<file path="config.mk">
export PLATFORM = sky130hd
export DESIGN_NAME = snake_grid_arbiter
export DESIGN_NICKNAME = d
export VERILOG_FILES = /design/src/rtl/snake_pkg.sv /design/src/rtl/snake_step_timer.sv /design/src/rtl/snake_grid_arbiter.sv
export SDC_FILE = /design/constraint.sdc
export NUM_CORES = 1
export LEC_CHECK = 0
export BUFFER_PORTS_ARGS = -buffer_cell sky130_fd_sc_hd__buf_2
export CAP_MARGIN = 15
export CORE_ASPECT_RATIO = 0.75
export CORE_UTILIZATION = 25
export DETAILED_ROUTE_END_ITERATION = 10
export PLACE_DENSITY = 0.47
export SKIP_CTS_REPAIR_TIMING = 1
export SLEW_MARGIN = 5
export SYNTH_ARGS = -nofsm -noshare
export SYNTH_HDL_FRONTEND = slang
export SYNTH_HIERARCHICAL = 1
export SYNTH_SLANG_ARGS = --single-unit
</file>
<file path="constraint.sdc">
create_clock -name clk -period 5.9 [get_ports clk]
set_clock_uncertainty 0.15 [all_clocks]
set_input_delay 0.59 -clock clk [delete_from_list [all_inputs] [get_ports clk]]
set_output_delay 0.59 -clock clk [all_outputs]
set_load 0.02 [all_outputs]
</file>
<file path="src/rtl/snake_pkg.sv">
// Shared types and constants for the snake grid RAM arbiter and its step timer.
// Latency: none, because this file holds only declarations.
// Backpressure: none, because this file holds only declarations.
package snake_pkg;

  localparam int GRID_W = 30;
  localparam int GRID_H = 17;
  localparam int ADDR_W = 9;
  localparam int DATA_W = 4;

  typedef enum logic [DATA_W-1:0] {
    CELL_EMPTY = 4'd0,
    CELL_BODY  = 4'd1,
    CELL_HEAD  = 4'd2,
    CELL_FOOD  = 4'd3,
    CELL_WALL  = 4'd4
  } cell_t;

  typedef enum logic {
    ACTIVE = 1'b0,
    BLANK  = 1'b1
  } arb_state_t;

  typedef enum logic [1:0] {
    TAG_NONE = 2'd0,
    TAG_DISP = 2'd1,
    TAG_GAME = 2'd2
  } owner_t;

endpackage

</file>
<file path="src/rtl/snake_step_timer.sv">
// Counts vsync falling edges and pulses step_tick once every frame_div frames.
// Latency: vs_fall is combinational; step_tick is asserted 1 cycle after the qualifying edge.
// Backpressure: none. Speed pulses saturate at DIV_MIN and DIV_MAX.
module snake_step_timer #(
  parameter int DIV_INIT = 8,
  parameter int DIV_MIN  = 2,
  parameter int DIV_MAX  = 30
) (
  input  logic       clk,
  input  logic       rst,
  input  logic       lcd_vsync,
  input  logic       speed_up,
  input  logic       speed_down,
  output logic       vs_fall,
  output logic       step_tick,
  output logic [4:0] frame_div
);

  localparam logic [4:0] DIV_INIT_V = 5'(DIV_INIT);
  localparam logic [4:0] DIV_MIN_V  = 5'(DIV_MIN);
  localparam logic [4:0] DIV_MAX_V  = 5'(DIV_MAX);

  logic       vs_d;
  logic [4:0] frame_cnt;

  assign vs_fall = vs_d & ~lcd_vsync;

  // Delay vsync by one cycle for edge detection; idle-high so reset never fakes an edge.
  always_ff @(posedge clk or negedge rst) begin
    if (!rst) vs_d <= 1'b1;
    else      vs_d <= lcd_vsync;
  end

  // Count frames and fire a one-cycle tick when the count reaches the current divider.
  always_ff @(posedge clk or negedge rst) begin
    if (!rst) begin
      frame_cnt <= 5'd0;
      step_tick <= 1'b0;
    end else begin
      step_tick <= 1'b0;
      if (vs_fall) begin
        if (frame_cnt >= frame_div - 5'd1) begin
          frame_cnt <= 5'd0;
          step_tick <= 1'b1;
        end else begin
          frame_cnt <= frame_cnt + 5'd1;
        end
      end
    end
  end

  // Adjust the divider with saturation; simultaneous up and down pulses cancel.
  always_ff @(posedge clk or negedge rst) begin
    if (!rst) begin
      frame_div <= DIV_INIT_V;
    end else if (speed_up && !speed_down && frame_div > DIV_MIN_V) begin
      frame_div <= frame_div - 5'd1;
    end else if (speed_down && !speed_up && frame_div < DIV_MAX_V) begin
      frame_div <= frame_div + 5'd1;
    end
  end

endmodule

</file>
<file path="src/rtl/snake_grid_arbiter.sv">
// Shares the single-port grid RAM between display fetch (always wins) and game access (blanking only).
// Latency: RAM strobes and gl_gnt are registered 1 cycle after select; rvalid follows 1 cycle after ram_en.
// Backpressure: a game request stalls with gl_gnt=0 while the display reads or the window is shut.
module snake_grid_arbiter
  import snake_pkg::*;
#(
  parameter int DIV_INIT = 8,
  parameter int DIV_MIN  = 2,
  parameter int DIV_MAX  = 30
) (
  input  logic              clk,
  input  logic              rst,
  input  logic              lcd_vsync,
  input  logic              lcd_de,
  input  logic              disp_rd_en,
  input  logic [ADDR_W-1:0] disp_addr,
  output logic              disp_rvalid,
  output logic [DATA_W-1:0] disp_rdata,
  input  logic              gl_req,
  input  logic              gl_we,
  input  logic [ADDR_W-1:0] gl_addr,
  input  logic [DATA_W-1:0] gl_wdata,
  output logic              gl_gnt,
  output logic              gl_rvalid,
  output logic [DATA_W-1:0] gl_rdata,
  input  logic              speed_up,
  input  logic              speed_down,
  output logic              step_tick,
  output logic              window_open,
  output logic [4:0]        frame_div,
  output logic              ram_en,
  output logic              ram_we,
  output logic [ADDR_W-1:0] ram_addr,
  output logic [DATA_W-1:0] ram_wdata,
  input  logic [DATA_W-1:0] ram_rdata
);

  arb_state_t state, state_nxt;
  owner_t     issue_tag;
  logic       vs_fall;
  logic       sel_disp;
  logic       sel_game;

  snake_step_timer #(
    .DIV_INIT (DIV_INIT),
    .DIV_MIN  (DIV_MIN),
    .DIV_MAX  (DIV_MAX)
  ) u_step_timer (
    .clk        (clk),
    .rst        (rst),
    .lcd_vsync  (lcd_vsync),
    .speed_up   (speed_up),
    .speed_down (speed_down),
    .vs_fall    (vs_fall),
    .step_tick  (step_tick),
    .frame_div  (frame_div)
  );

  // Window tracking and RAM owner selection; the game is never picked in a cycle that sees lcd_de.
  always_comb begin
    state_nxt = state;
    sel_disp  = disp_rd_en;
    sel_game  = 1'b0;
    case (state)
      ACTIVE: begin
        if (vs_fall) state_nxt = BLANK;
      end
      BLANK: begin
        if (lcd_de) state_nxt = ACTIVE;
        sel_game = !disp_rd_en && gl_req && !lcd_de;
      end
      default: state_nxt = ACTIVE;
    endcase
  end

  // Window state register.
  always_ff @(posedge clk or negedge rst) begin
    if (!rst) state <= ACTIVE;
    else      state <= state_nxt;
  end

  assign window_open = (state == BLANK);

  // Register the RAM strobes, the grant and the owner tag of the issued read.
  always_ff @(posedge clk or negedge rst) begin
    if (!rst) begin
      ram_en    <= 1'b0;
      ram_we    <= 1'b0;
      ram_addr  <= '0;
      ram_wdata <= '0;
      gl_gnt    <= 1'b0;
      issue_tag <= TAG_NONE;
    end else begin
      ram_en <= sel_disp | sel_game;
      ram_we <= sel_game & gl_we;
      gl_gnt <= sel_game;
      if (sel_disp) begin
        ram_addr  <= disp_addr;
        issue_tag <= TAG_DISP;
      end else if (sel_game) begin
        ram_addr  <= gl_addr;
        ram_wdata <= gl_wdata;
        issue_tag <= gl_we ? TAG_NONE : TAG_GAME;
      end else begin
        issue_tag <= TAG_NONE;
      end
    end
  end

  // Route the returning read to its owner the cycle after the RAM strobe.
  always_ff @(posedge clk or negedge rst) begin
    if (!rst) begin
      disp_rvalid <= 1'b0;
      gl_rvalid   <= 1'b0;
    end else begin
      disp_rvalid <= (issue_tag == TAG_DISP);
      gl_rvalid   <= (issue_tag == TAG_GAME);
    end
  end

  assign disp_rdata = disp_rvalid ? ram_rdata : '0;
  assign gl_rdata   = gl_rvalid   ? ram_rdata : '0;

endmodule

</file>
==> flow_metrics.py, run 1 <==
metrics = {
    "detailed_routing": {
        "vias": 1376,
        "drc": 10,
        "antenna_left": 0,
        "post_drt_wl_per_cell_um": 12.3,
        "vias_per_cell": 4.35,
        "wl_um": 3880,
        "drt-initial-drc-count": 47,
        "first_pass_iters": 7,
    },
    "sta": {
        "timing.fmax_mhz": 402,
        "worst_pin_slew_ps": 758,
        "final_hold_viol_count": 0,
        "period_share_pct": 42.1,
        "tns_ps": 0,
        "relSlewSlack_pct": 49.5,
        "setup_viol": 0,
        "finalCriticalPeriod_ps": 2490,
        "maxSlewViolCount": 0,
        "rsz0062_at_grt": "no",
    },
    "power": {
        "power_density_nw_per_um2": 427,
        "p_leak_uw": 0.00112,
        "peakVddDrop_mv": 0.175,
    },
    "setup_path": {
        "r2r_cells": 9,
        "critPathMaxFanout": 10,
        "startpoint": "u_step_timer/frame_div[1]$_DFFE_PN0P_",
        "path_class": "register to register",
        "worstPathArrival_ps": 2540,
        "crit_path_end_kind": "register",
        "required_ps": 5950,
        "r2r-end": "u_step_timer/frame_cnt[4]$_DFFE_PN0P_",
        "rr_startpoint": "u_step_timer/frame_div[1]$_DFFE_PN0P_",
        "startpoint_type": "register",
        "ff2ff_setup_slack_ps": 3410,
    },
    "layout": {
        "nets": 278,
        "seq_area_sq_um": 828,
        "final_cells": 316,
        "nFillCells": 686,
        "drive_gt1_share_pct": 38.3,
        "syn_to_final_growth_pct": 29.8,
        "n_antenna_cell": 0,
        "final_core_util_pct": 34.4,
        "multi_input_area_sq_um": 823,
    },
    "placed_design": {
        "dpl.hpwl_um": 2930,
        "port_buffers": 67,
        "gp_congestion": 0.747,
        "dp_cells": 308,
    },
    "logic_synthesis": {
        "synthMuxAreaShare_pct": 3.21,
        "synthTopCellsByCount": "dfrtp_1, nand2_1, a21oi_1",
        "postSynthCellCount": 167,
        "ys_warn_count": 6,
        "ys.flop_type": "dfrtp_1",
        "yosysTopAreaCellShare_pct": 45.2,
        "synth_fa_ha_area_share_pct": 6.56,
        "syn_avg_cell_area_sq_um": 10.3,
        "synth-xor-area-share_pct": 3.57,
        "yosys.area.top_type": "dfrtp_1",
        "synth_top_family_by_area": "simple AND/OR/NAND/NOR gates",
        "async_flop_share_pct": 100,
        "synth_edf_count": 0,
        "yosysSeqAreaShare_pct": 48.3,
        "yosys.area_share.simple_pct": 20.7,
        "synth_most_common_cell": "dfrtp_1",
        "synth_area_sq_um": 1720,
        "synth_fp_nets": 211,
        "netlist_top_cells_area": "dfrtp_1, ha_1, a21oi_1",
        "ys_seq_elements": 33,
        "synth.distinct_cells": 38,
        "synth_compound_area_share_pct": 13.9,
    },
    "clock_tree": {
        "clock-sinks": 33,
        "clockRootBuffer": "clkbuf_8",
        "path_clk_slew_ps": 70,
        "htreeDepth": 2,
        "cts_tree": "built",
        "clkLatencyLatePin_ps": 280,
        "cts.path.max_buffers": 2,
        "numCtsBuffers": 5,
    },
    "floorplanning": {
        "start_util_pct": 26.5,
        "io_pins": 68,
        "die_w_um": 97.7,
        "rows": 25,
        "dieArea_sq_um": 7200,
        "die_y_um": 73.7,
        "core_sq_um": 6470,
    },
    "status": {
        "status": "finished, violations left",
        "violations": "DRC",
    },
    "global_routing": {
        "grt_max_degree": 34,
        "antenna_found_initial": 0,
        "grt_usage_pct": 11.1,
        "grt_pass1_vias": 1236,
        "grt_pass1_wl_um": 6050,
        "grt-ovfl-total": 0,
    },
    "min_path": {
        "hold_path.class": "primary input to asynchronous set/reset pin",
    },
    "job": {
        "maxCapViolations": 0,
    },
}
## cell type report
cell class                      count  share of cell area (%)
Multi-Input combinational cell    121                    37.0
Tap cell                           81                    4.55
Inverter                            6                    1.01
Sequential cell                    33                    37.2
Clock buffer                        7                    3.88
Clock inverter                      1                    1.35
Timing Repair Buffer               67                    15.1
## worst max-delay path: stages, from the launching register on
cell and delay (ps):
dfrtp_1 490, inv_1 70, ha_1 220, xnor2_1 140
ha_1 310, a21o_1 170, a31oi_2 180, o21ai_2 120
or4_1 460, o21ai_1 90
## placed cells by master, fill, tap and decap left out, types with 2 or more instances in the layout
master and count:
clkbuf_8 6, dfrtp_1 31, xnor2_1 3, o2bb2ai_1 2
ha_1 9, inv_1 5, a21oi_2 3, nor2_1 2
a21oi_1 19, nand2_1 20, and2_1 9, nand2b_1 6
xor2_1 4, dfstp_2 2, o21ai_1 5, nor3_1 4
mux2_2 4, nor2b_1 11, a21o_1 2, buf_2 67
nand3_1 4
## per-stage QoR
| step | total power (uW) | worst slack (ps) | cell area (sq um) | hold slack, ps |
|---|---|---|---|---|
| final | 950 | 3410 | 2230 | 232 |
| after global routing | 1020 | 3270 | 2230 | 250 |
| after CTS | 965 | 3400 | 2230 | 257 |
| after detailed placement | 740 | 3430 | 2110 | 255 |
| after global placement | 740 | 3450 | 2110 | 254 |
| after floorplan | 631 | 3430 | 1720 | 144 |
## flip-flops by register name, summed over array words and instances (netlist names)
signal and cells:
ram_addr 9, u_step_timer/frame_cnt 5, u_step_timer/frame_div 5, ram_wdata 4, issue_tag 2, disp_rvalid 1
gl_gnt 1, gl_rvalid 1, ram_en 1, ram_we 1, u_step_timer/step_tick 1, u_step_timer/vs_d 1
window_open 1
## per-layer routing
metal	routed length, um	vias up	global-route usage, %	part of all wire (%)
li1	-	704	-	-
met5	0	-	0	0
met4	48	0	3.54	1.2
met1	1920	629	15.4	50
met2	1700	39	16.2	44
met3	216	4	4.00	5.6
## kinds of logic (layout without fill, tap and decap cells)
family | count (synthesis) | after routing
muxes | 5 | 5
xor gates and xnor gates | 7 | 7
DFF | 33 | 33
and+or+nand+nor | 63 | 63
AOI/OAI and AO/OA | 37 | 37
adders and majority gates | 9 | 9
buffers and inverters | 13 | 81
## power by group
group | switching (uW) | internal [uW]
Combinational | 221 | 163
Sequential | 66.3 | 282
Clock | 79.8 | 138
## how the worst max path moves through the flow
stage / to / slack [ps] / cells past startpoint
global route: u_step_timer/frame_cnt[4]$_DFFE_PN0P_ / 3270 / 9
CTS: u_step_timer/frame_cnt[4]$_DFFE_PN0P_ / 3400 / 9
global placement: u_step_timer/frame_cnt[4]$_DFFE_PN0P_ / 3450 / 9
floorplan: u_step_timer/frame_cnt[4]$_DFFE_PN0P_ / 3430 / 9
detailed placement: u_step_timer/frame_cnt[4]$_DFFE_PN0P_ / 3430 / 9
finish: u_step_timer/frame_cnt[4]$_DFFE_PN0P_ / 3410 / 9
Note: power is estimated with default switching activity, not from simulation.
==> run 2: changes to the inputs <==
ABC_AREA = 1   (was not set)
PLACE_DENSITY = 0.46   (was 0.47)
clock period = 2.3 ns   (was 5.9 ns; I/O delays follow)
==> run 2 against run 1 <==
  * The run ends with hold timing left
  * Combinational power grew to 2.9 times the previous value
  * First-iteration DRC count down 6.4%
  * Register-to-register slack got worse by 3200 ps
  * Design area grew 12%
  * Worst hold slack worse by 230 ps
  * Critical endpoint is now u_step_timer/frame_cnt[3]$_DFFE_PN0P_
  * Largest power group unchanged
  * Highest routed layer unchanged
==> flow_metrics.py, run 2 <==
metrics = {
    "status": {
        "status": "finished, violations left",
        "violations": "hold timing",
    },
    "sta": {
        "hold_ws_ps": -0.941,
        "rsz0062_at_grt": "no",
        "setup_viol": 0,
        "maxSlewViolCount": 0,
        "worst_pin_slew_ps": 759,
        "period_share_pct": 89.1,
        "timing.fmax_mhz": 488,
        "finalCriticalPeriod_ps": 2050,
        "tns_ps": 0,
        "final_hold_viol_count": 1,
        "relSlewSlack_pct": 49.4,
    },
    "min_path": {
        "min_from": "gl_wdata[1]",
        "hold_path.class": "primary input to register",
        "hold_end": "ram_wdata[1]$_DFFE_PN0P_",
        "whs_path_depth": 3,
    },
    "clock_tree": {
        "cts.path.max_buffers": 2,
        "path_clk_slew_ps": 70,
        "clkLatencyLatePin_ps": 280,
        "htreeDepth": 2,
        "clockRootBuffer": "clkbuf_8",
        "cts_tree": "built",
        "numCtsBuffers": 5,
        "clock-sinks": 33,
    },
    "floorplanning": {
        "io_pins": 68,
        "dieArea_sq_um": 7920,
        "core_sq_um": 7330,
        "die_y_um": 77.3,
        "die_w_um": 102,
        "start_util_pct": 25.8,
        "rows": 27,
    },
    "layout": {
        "final_common_cell": "nand2_1",
        "n_antenna_cell": 0,
        "final_cell_mix": "nand2_1, buf_2, dfrtp_1",
        "largest_reg_flops": 9,
        "nFillCells": 794,
        "seq_area_sq_um": 830,
        "drive_gt1_share_pct": 29.6,
        "final_area_sq_um": 2500,
        "nets": 367,
        "multi_input_area_sq_um": 888,
        "syn_to_final_growth_pct": 32.1,
        "reg_top3": "ram_addr x9, u_step_timer/frame_cnt x5, u_step_timer/frame_div x5",
        "regMostFlops": "ram_addr",
    },
    "logic_synthesis": {
        "synthTopCellsByCount": "nand2_1, dfrtp_1, inv_1",
        "synth_edf_count": 0,
        "netlist_top_cells_area": "dfrtp_1, nand2_1, nand3_1",
        "syn_avg_cell_area_sq_um": 7.72,
        "async_flop_share_pct": 100,
        "yosys.area.top_type": "dfrtp_1",
        "ys_seq_elements": 33,
        "yosysTopAreaCellShare_pct": 41.0,
        "synth.distinct_cells": 23,
        "synth_area_sq_um": 1890,
        "ys_warn_count": 6,
        "ys.flop_type": "dfrtp_1",
        "synth_most_common_cell": "nand2_1",
        "yosysSeqAreaShare_pct": 43.8,
        "synth_fp_nets": 289,
        "postSynthCellCount": 245,
    },
    "setup_path": {
        "startpoint_type": "register",
        "r2r_cells": 13,
        "worstPathArrival_ps": 2060,
        "r2r-end": "u_step_timer/frame_cnt[3]$_DFFE_PN0P_",
        "rr_startpoint": "u_step_timer/frame_div[3]$_DFFE_PN1P_",
        "required_ps": 2310,
        "path_class": "register to register",
        "critPathMaxFanout": 6,
        "ff2ff_setup_slack_ps": 250,
        "crit_path_end_kind": "register",
    },
    "power": {
        "pwr-share-seq_pct": 33.5,
        "p_sw_share_pct": 40.6,
        "switchingPower_uw": 1030,
        "internal_power_uw": 1510,
        "clkPwrFrac_pct": 22.3,
        "p_leak_uw": 0.00150,
        "power_density_nw_per_um2": 1020,
        "peakVddDrop_mv": 0.311,
        "p_comb_share_pct": 44.2,
    },
    "detailed_routing": {
        "first_pass_iters": 4,
        "antenna_left": 0,
        "vias": 1731,
        "wl_um": 4430,
        "drt-initial-drc-count": 44,
        "vias_per_cell": 4.07,
        "drc": 0,
        "post_drt_wl_per_cell_um": 10.4,
    },
    "global_routing": {
        "grt-ovfl-total": 0,
        "antenna_found_initial": 0,
        "grt_pass1_vias": 1541,
        "grt_pass1_wl_um": 7240,
        "grt_usage_pct": 11.9,
        "grt_max_degree": 34,
    },
    "placed_design": {
        "place_area_sq_um": 2340,
        "port_buffers": 67,
        "gp_congestion": 0.748,
        "dpl.hpwl_um": 3380,
    },
    "job": {
        "maxCapViolations": 0,
    },
}
## run 2: cell types whose count changed after synthesis, sizes merged, moves of 11 or more
cell,before,now
inv,6,33
nand3,4,25
a21oi,22,2
nor2,3,17
nand2,20,109
nor2b,11,0
## run 2: cells by family after synthesis
logic type | count (synthesis) | share of synthesized area (%)
xor gates and xnor gates | 6 | 2.78
adders and majority gates | 9 | 5.96
DFF | 33 | 43.8
AOI/OAI and AO/OA | 4 | 1.79
buffers and inverters | 38 | 9.33
and+or+nand+nor | 155 | 36.3
## run 2: critical path: stages, from the launching register on
cell and delay (ps):
dfstp_2 640, nor2_8 60, nand2_1 60, nand2_1 40
nand2_1 50, inv_1 50, ha_1 280, nand2_1 50
inv_1 60, nand2_1 50, nor2_1 130, nor2_2 70
nor2_1 180, nor2_1 60
## run 2: power groups by stage
stage	logic, uW	registers, uW	clock network, uW
2_1_floorplan	701	936	0
3_3_place_gp	1120	862	0
3_5_place_dp	1110	860	0
4_1_cts	1120	851	590
5_1_grt	1290	874	617
6_report	1120	851	567
## run 2: worst max-delay path by stage
stage,end,from,slack [ps],cells past startpoint
floorplan,u_step_timer/frame_cnt[2]$_DFFE_PN0P_,u_step_timer/frame_div[0]$_DFFE_PN0P_,170,14
global placement,u_step_timer/frame_cnt[3]$_DFFE_PN0P_,u_step_timer/frame_div[0]$_DFFE_PN0P_,210,12
detailed placement,u_step_timer/frame_cnt[3]$_DFFE_PN0P_,u_step_timer/frame_div[2]$_DFFE_PN0P_,200,12
CTS,u_step_timer/frame_cnt[3]$_DFFE_PN0P_,u_step_timer/frame_div[2]$_DFFE_PN0P_,170,12
global route,u_step_timer/frame_cnt[3]$_DFFE_PN0P_,u_step_timer/frame_div[3]$_DFFE_PN1P_,2,13
finish,u_step_timer/frame_cnt[3]$_DFFE_PN0P_,u_step_timer/frame_div[3]$_DFFE_PN1P_,250,13
## run 2: per-stage QoR
step / power, uW / std cells / hold WS (ps) / setup WS (ps) / utilization (%)
after global placement: 1980 / 413 / 197 / 210 / 31.9
after CTS: 2560 / 421 / -109 / 169 / 33.5
final: 2540 / 425 / -0.941 / 252 / 34.1
after floorplan: 1640 / 245 / -216 / 171 / -
after detailed placement: 1970 / 413 / 199 / 198 / 31.9
after global routing: 2780 / 425 / 12.9 / 1.72 / 34.1
## run 2: final cells by class
cell class              instances  area share (%)
multi-input cells             174            35.6
flip-flops and latches         33            33.2
repair buffers                 76            16.5
well taps                     101            5.06
inverters                      33            4.96
clock buffers                   7            3.46
clock inverters                 1            1.20
## run 2: metal layers
layer	GRT usage, %	vias up	share of wire (%)
met2	16.2	53	39
met5	0	-	0
met3	3.28	4	6.2
met1	17.8	774	54
met4	3.43	0	0.72
li1	-	900	-
==> run 3: changes to the inputs <==
PLACE_DENSITY = 0.48   (was 0.46)
clock period = 1.67 ns   (was 2.3 ns; I/O delays follow)
==> run 3 against run 2 <==
  * The run ends with setup timing left
  * Register-to-register slack got worse by 530 ps
  * Worst setup slack got worse by 530 ps
  * Worst hold slack gained 31 ps
  * Die area unchanged
  * Power grew 51%
  * Design area rose by 7.8%
  * Highest routed layer unchanged
==> flow_metrics.py, run 3 (synthesis results as in run 2) <==
metrics = {
    "detailed_routing": {
        "met3_length_um": 243,
        "routed-wl-met2_um": 1970,
        "wl_um": 4610,
        "first_pass_iters": 4,
        "drc": 0,
        "antenna_left": 0,
        "vias_per_cell": 4.04,
        "vias": 1777,
        "drt-initial-drc-count": 76,
        "wl_met1_um": 2380,
        "post_drt_wl_per_cell_um": 10.5,
        "dr.max_layer_used": "met4",
    },
    "sta": {
        "period_share_pct": 117,
        "worst_pin_slew_ps": 647,
        "finalCriticalPeriod_ps": 1950,
        "relSlewSlack_pct": 56.8,
        "maxSlewViolCount": 0,
        "final_hold_viol_count": 0,
        "rsz0062_at_grt": "yes",
        "timing.fmax_mhz": 513,
        "worst_slack_ps": -277,
        "setup_viol": 6,
    },
    "status": {
        "status": "finished, violations left",
        "violations": "setup timing",
    },
    "layout": {
        "largest_reg_flops": 9,
        "reg_top3": "ram_addr x9, u_step_timer/frame_cnt x5, u_step_timer/frame_div x5",
        "multi_input_area_sq_um": 987,
        "syn_to_final_growth_pct": 42.4,
        "nets": 382,
        "final_area_sq_um": 2690,
        "seq_area_sq_um": 832,
        "nFillCells": 787,
        "final_common_cell": "nand2_1",
        "drive_gt1_share_pct": 37.8,
        "regMostFlops": "ram_addr",
        "final_cell_mix": "nand2_1, buf_2, dfrtp_1",
        "n_antenna_cell": 0,
    },
    "global_routing": {
        "grt-ovfl-total": 0,
        "grt_usage_pct": 12.0,
        "grt_pass1_vias": 1548,
        "antenna_found_initial": 0,
        "grt_pass1_wl_um": 7310,
        "grt_max_degree": 28,
    },
    "setup_path": {
        "startpoint_type": "register",
        "critPathMaxStageDelay_ps": 620,
        "path_cells": "inv_1 -> nand2_1 -> nand2_2 -> ha_1 -> nand2_2 -> inv_2 -> nand2_2 -> nor2_4 -> nor2_4 -> nor2_4 -> nor2_1",
        "worstPathArrival_ps": 1970,
        "critPathMaxFanout": 4,
        "crit_family": "simple AND/OR/NAND/NOR gates",
        "path_class": "register to register",
        "required_ps": 1690,
        "crit_buf_inv": 2,
        "critPathSlowestCell": "dfstp_2",
        "crit_path_end_kind": "register",
    },
    "power": {
        "p_leak_uw": 0.00156,
        "peakVddDrop_mv": 0.443,
        "fin_total_pwr_uw": 3840,
        "power_density_nw_per_um2": 1420,
    },
    "floorplanning": {
        "die_w_um": 102,
        "io_pins": 68,
        "dieArea_sq_um": 7920,
        "rows": 27,
        "start_util_pct": 25.8,
        "core_sq_um": 7330,
        "die_y_um": 77.3,
    },
    "placed_design": {
        "port_buffers": 67,
        "gp_congestion": 0.769,
        "dpl.hpwl_um": 3380,
        "place_area_sq_um": 2420,
    },
    "clock_tree": {
        "clock-sinks": 33,
        "cts_tree": "built",
        "numCtsBuffers": 5,
        "cts.path.max_buffers": 2,
        "path_clk_slew_ps": 70,
        "clockRootBuffer": "clkbuf_8",
        "htreeDepth": 2,
        "clkLatencyLatePin_ps": 280,
    },
    "min_path": {
        "hold_path.class": "primary input to register",
    },
    "job": {
        "maxCapViolations": 0,
    },
}
-- run 3: cell count changes in the layout (fill, tap and decap cells not counted), sizes merged --
cell	delta
buf	+11
dlygate4sd3	+4
bufinv	-1
clkbuf	+1
-- run 3: area by class of cell --
class | instances | area share [%]
Clock buffer | 8 | 2.97
Tap cell | 101 | 4.69
Timing Repair Buffer | 91 | 20.2
Sequential cell | 33 | 30.9
Inverter | 33 | 4.60
Multi-Input combinational cell | 174 | 36.7
-- run 3: stage by stage --
step | setup TNS, ps | util (%) | setup slack, ps | instances | hold WS, ps
floorplan | -1530 | - | -279 | 245 | -279
global placement | -1470 | 33.0 | -259 | 421 | 82.6
detailed placement | -1440 | 33.0 | -268 | 421 | 88.2
CTS | -1570 | 34.1 | -290 | 429 | -219
global route | -2180 | 36.7 | -400 | 440 | 48.7
finish | -1460 | 36.7 | -277 | 440 | 30.1
-- run 3: path summary, 6_finish.rpt --
check,slack (ps),to,startpoint,depth (start not counted)
min,30,ram_addr[8]$_DFFE_PN0P_,gl_addr[8],5
min reg2reg,260,disp_rvalid$_DFF_PN0_,issue_tag[1]$_DFF_PN0_,1
max,-280,u_step_timer/frame_cnt[2]$_DFFE_PN0P_,u_step_timer/frame_div[3]$_DFFE_PN1P_,11
min in group asynchronous,310,ram_wdata[2]$_DFFE_PN0P_,rst,2
max in group asynchronous,530,gl_rvalid$_DFF_PN0_,rst,3
max reg2reg,-280,u_step_timer/frame_cnt[2]$_DFFE_PN0P_,u_step_timer/frame_div[3]$_DFFE_PN1P_,11
-- run 3: power by group --
group / switching (uW) / internal (uW)
combinational: 1180 / 903
sequential: 190 / 989
clock: 278 / 296
-- run 3: worst min-delay path: stages --
cell     delay, ps
buf_2           80
nand2_1         40
nand2_1         50
nand2_1         50
nand2_1         40
-- run 3: metal layers --
layer / up-vias / global-route usage [%]
met5: - / 0
met4: 0 / 3.00
met3: 2 / 3.65
met2: 46 / 17.5
met1: 797 / 17.2
li1: 932 / -
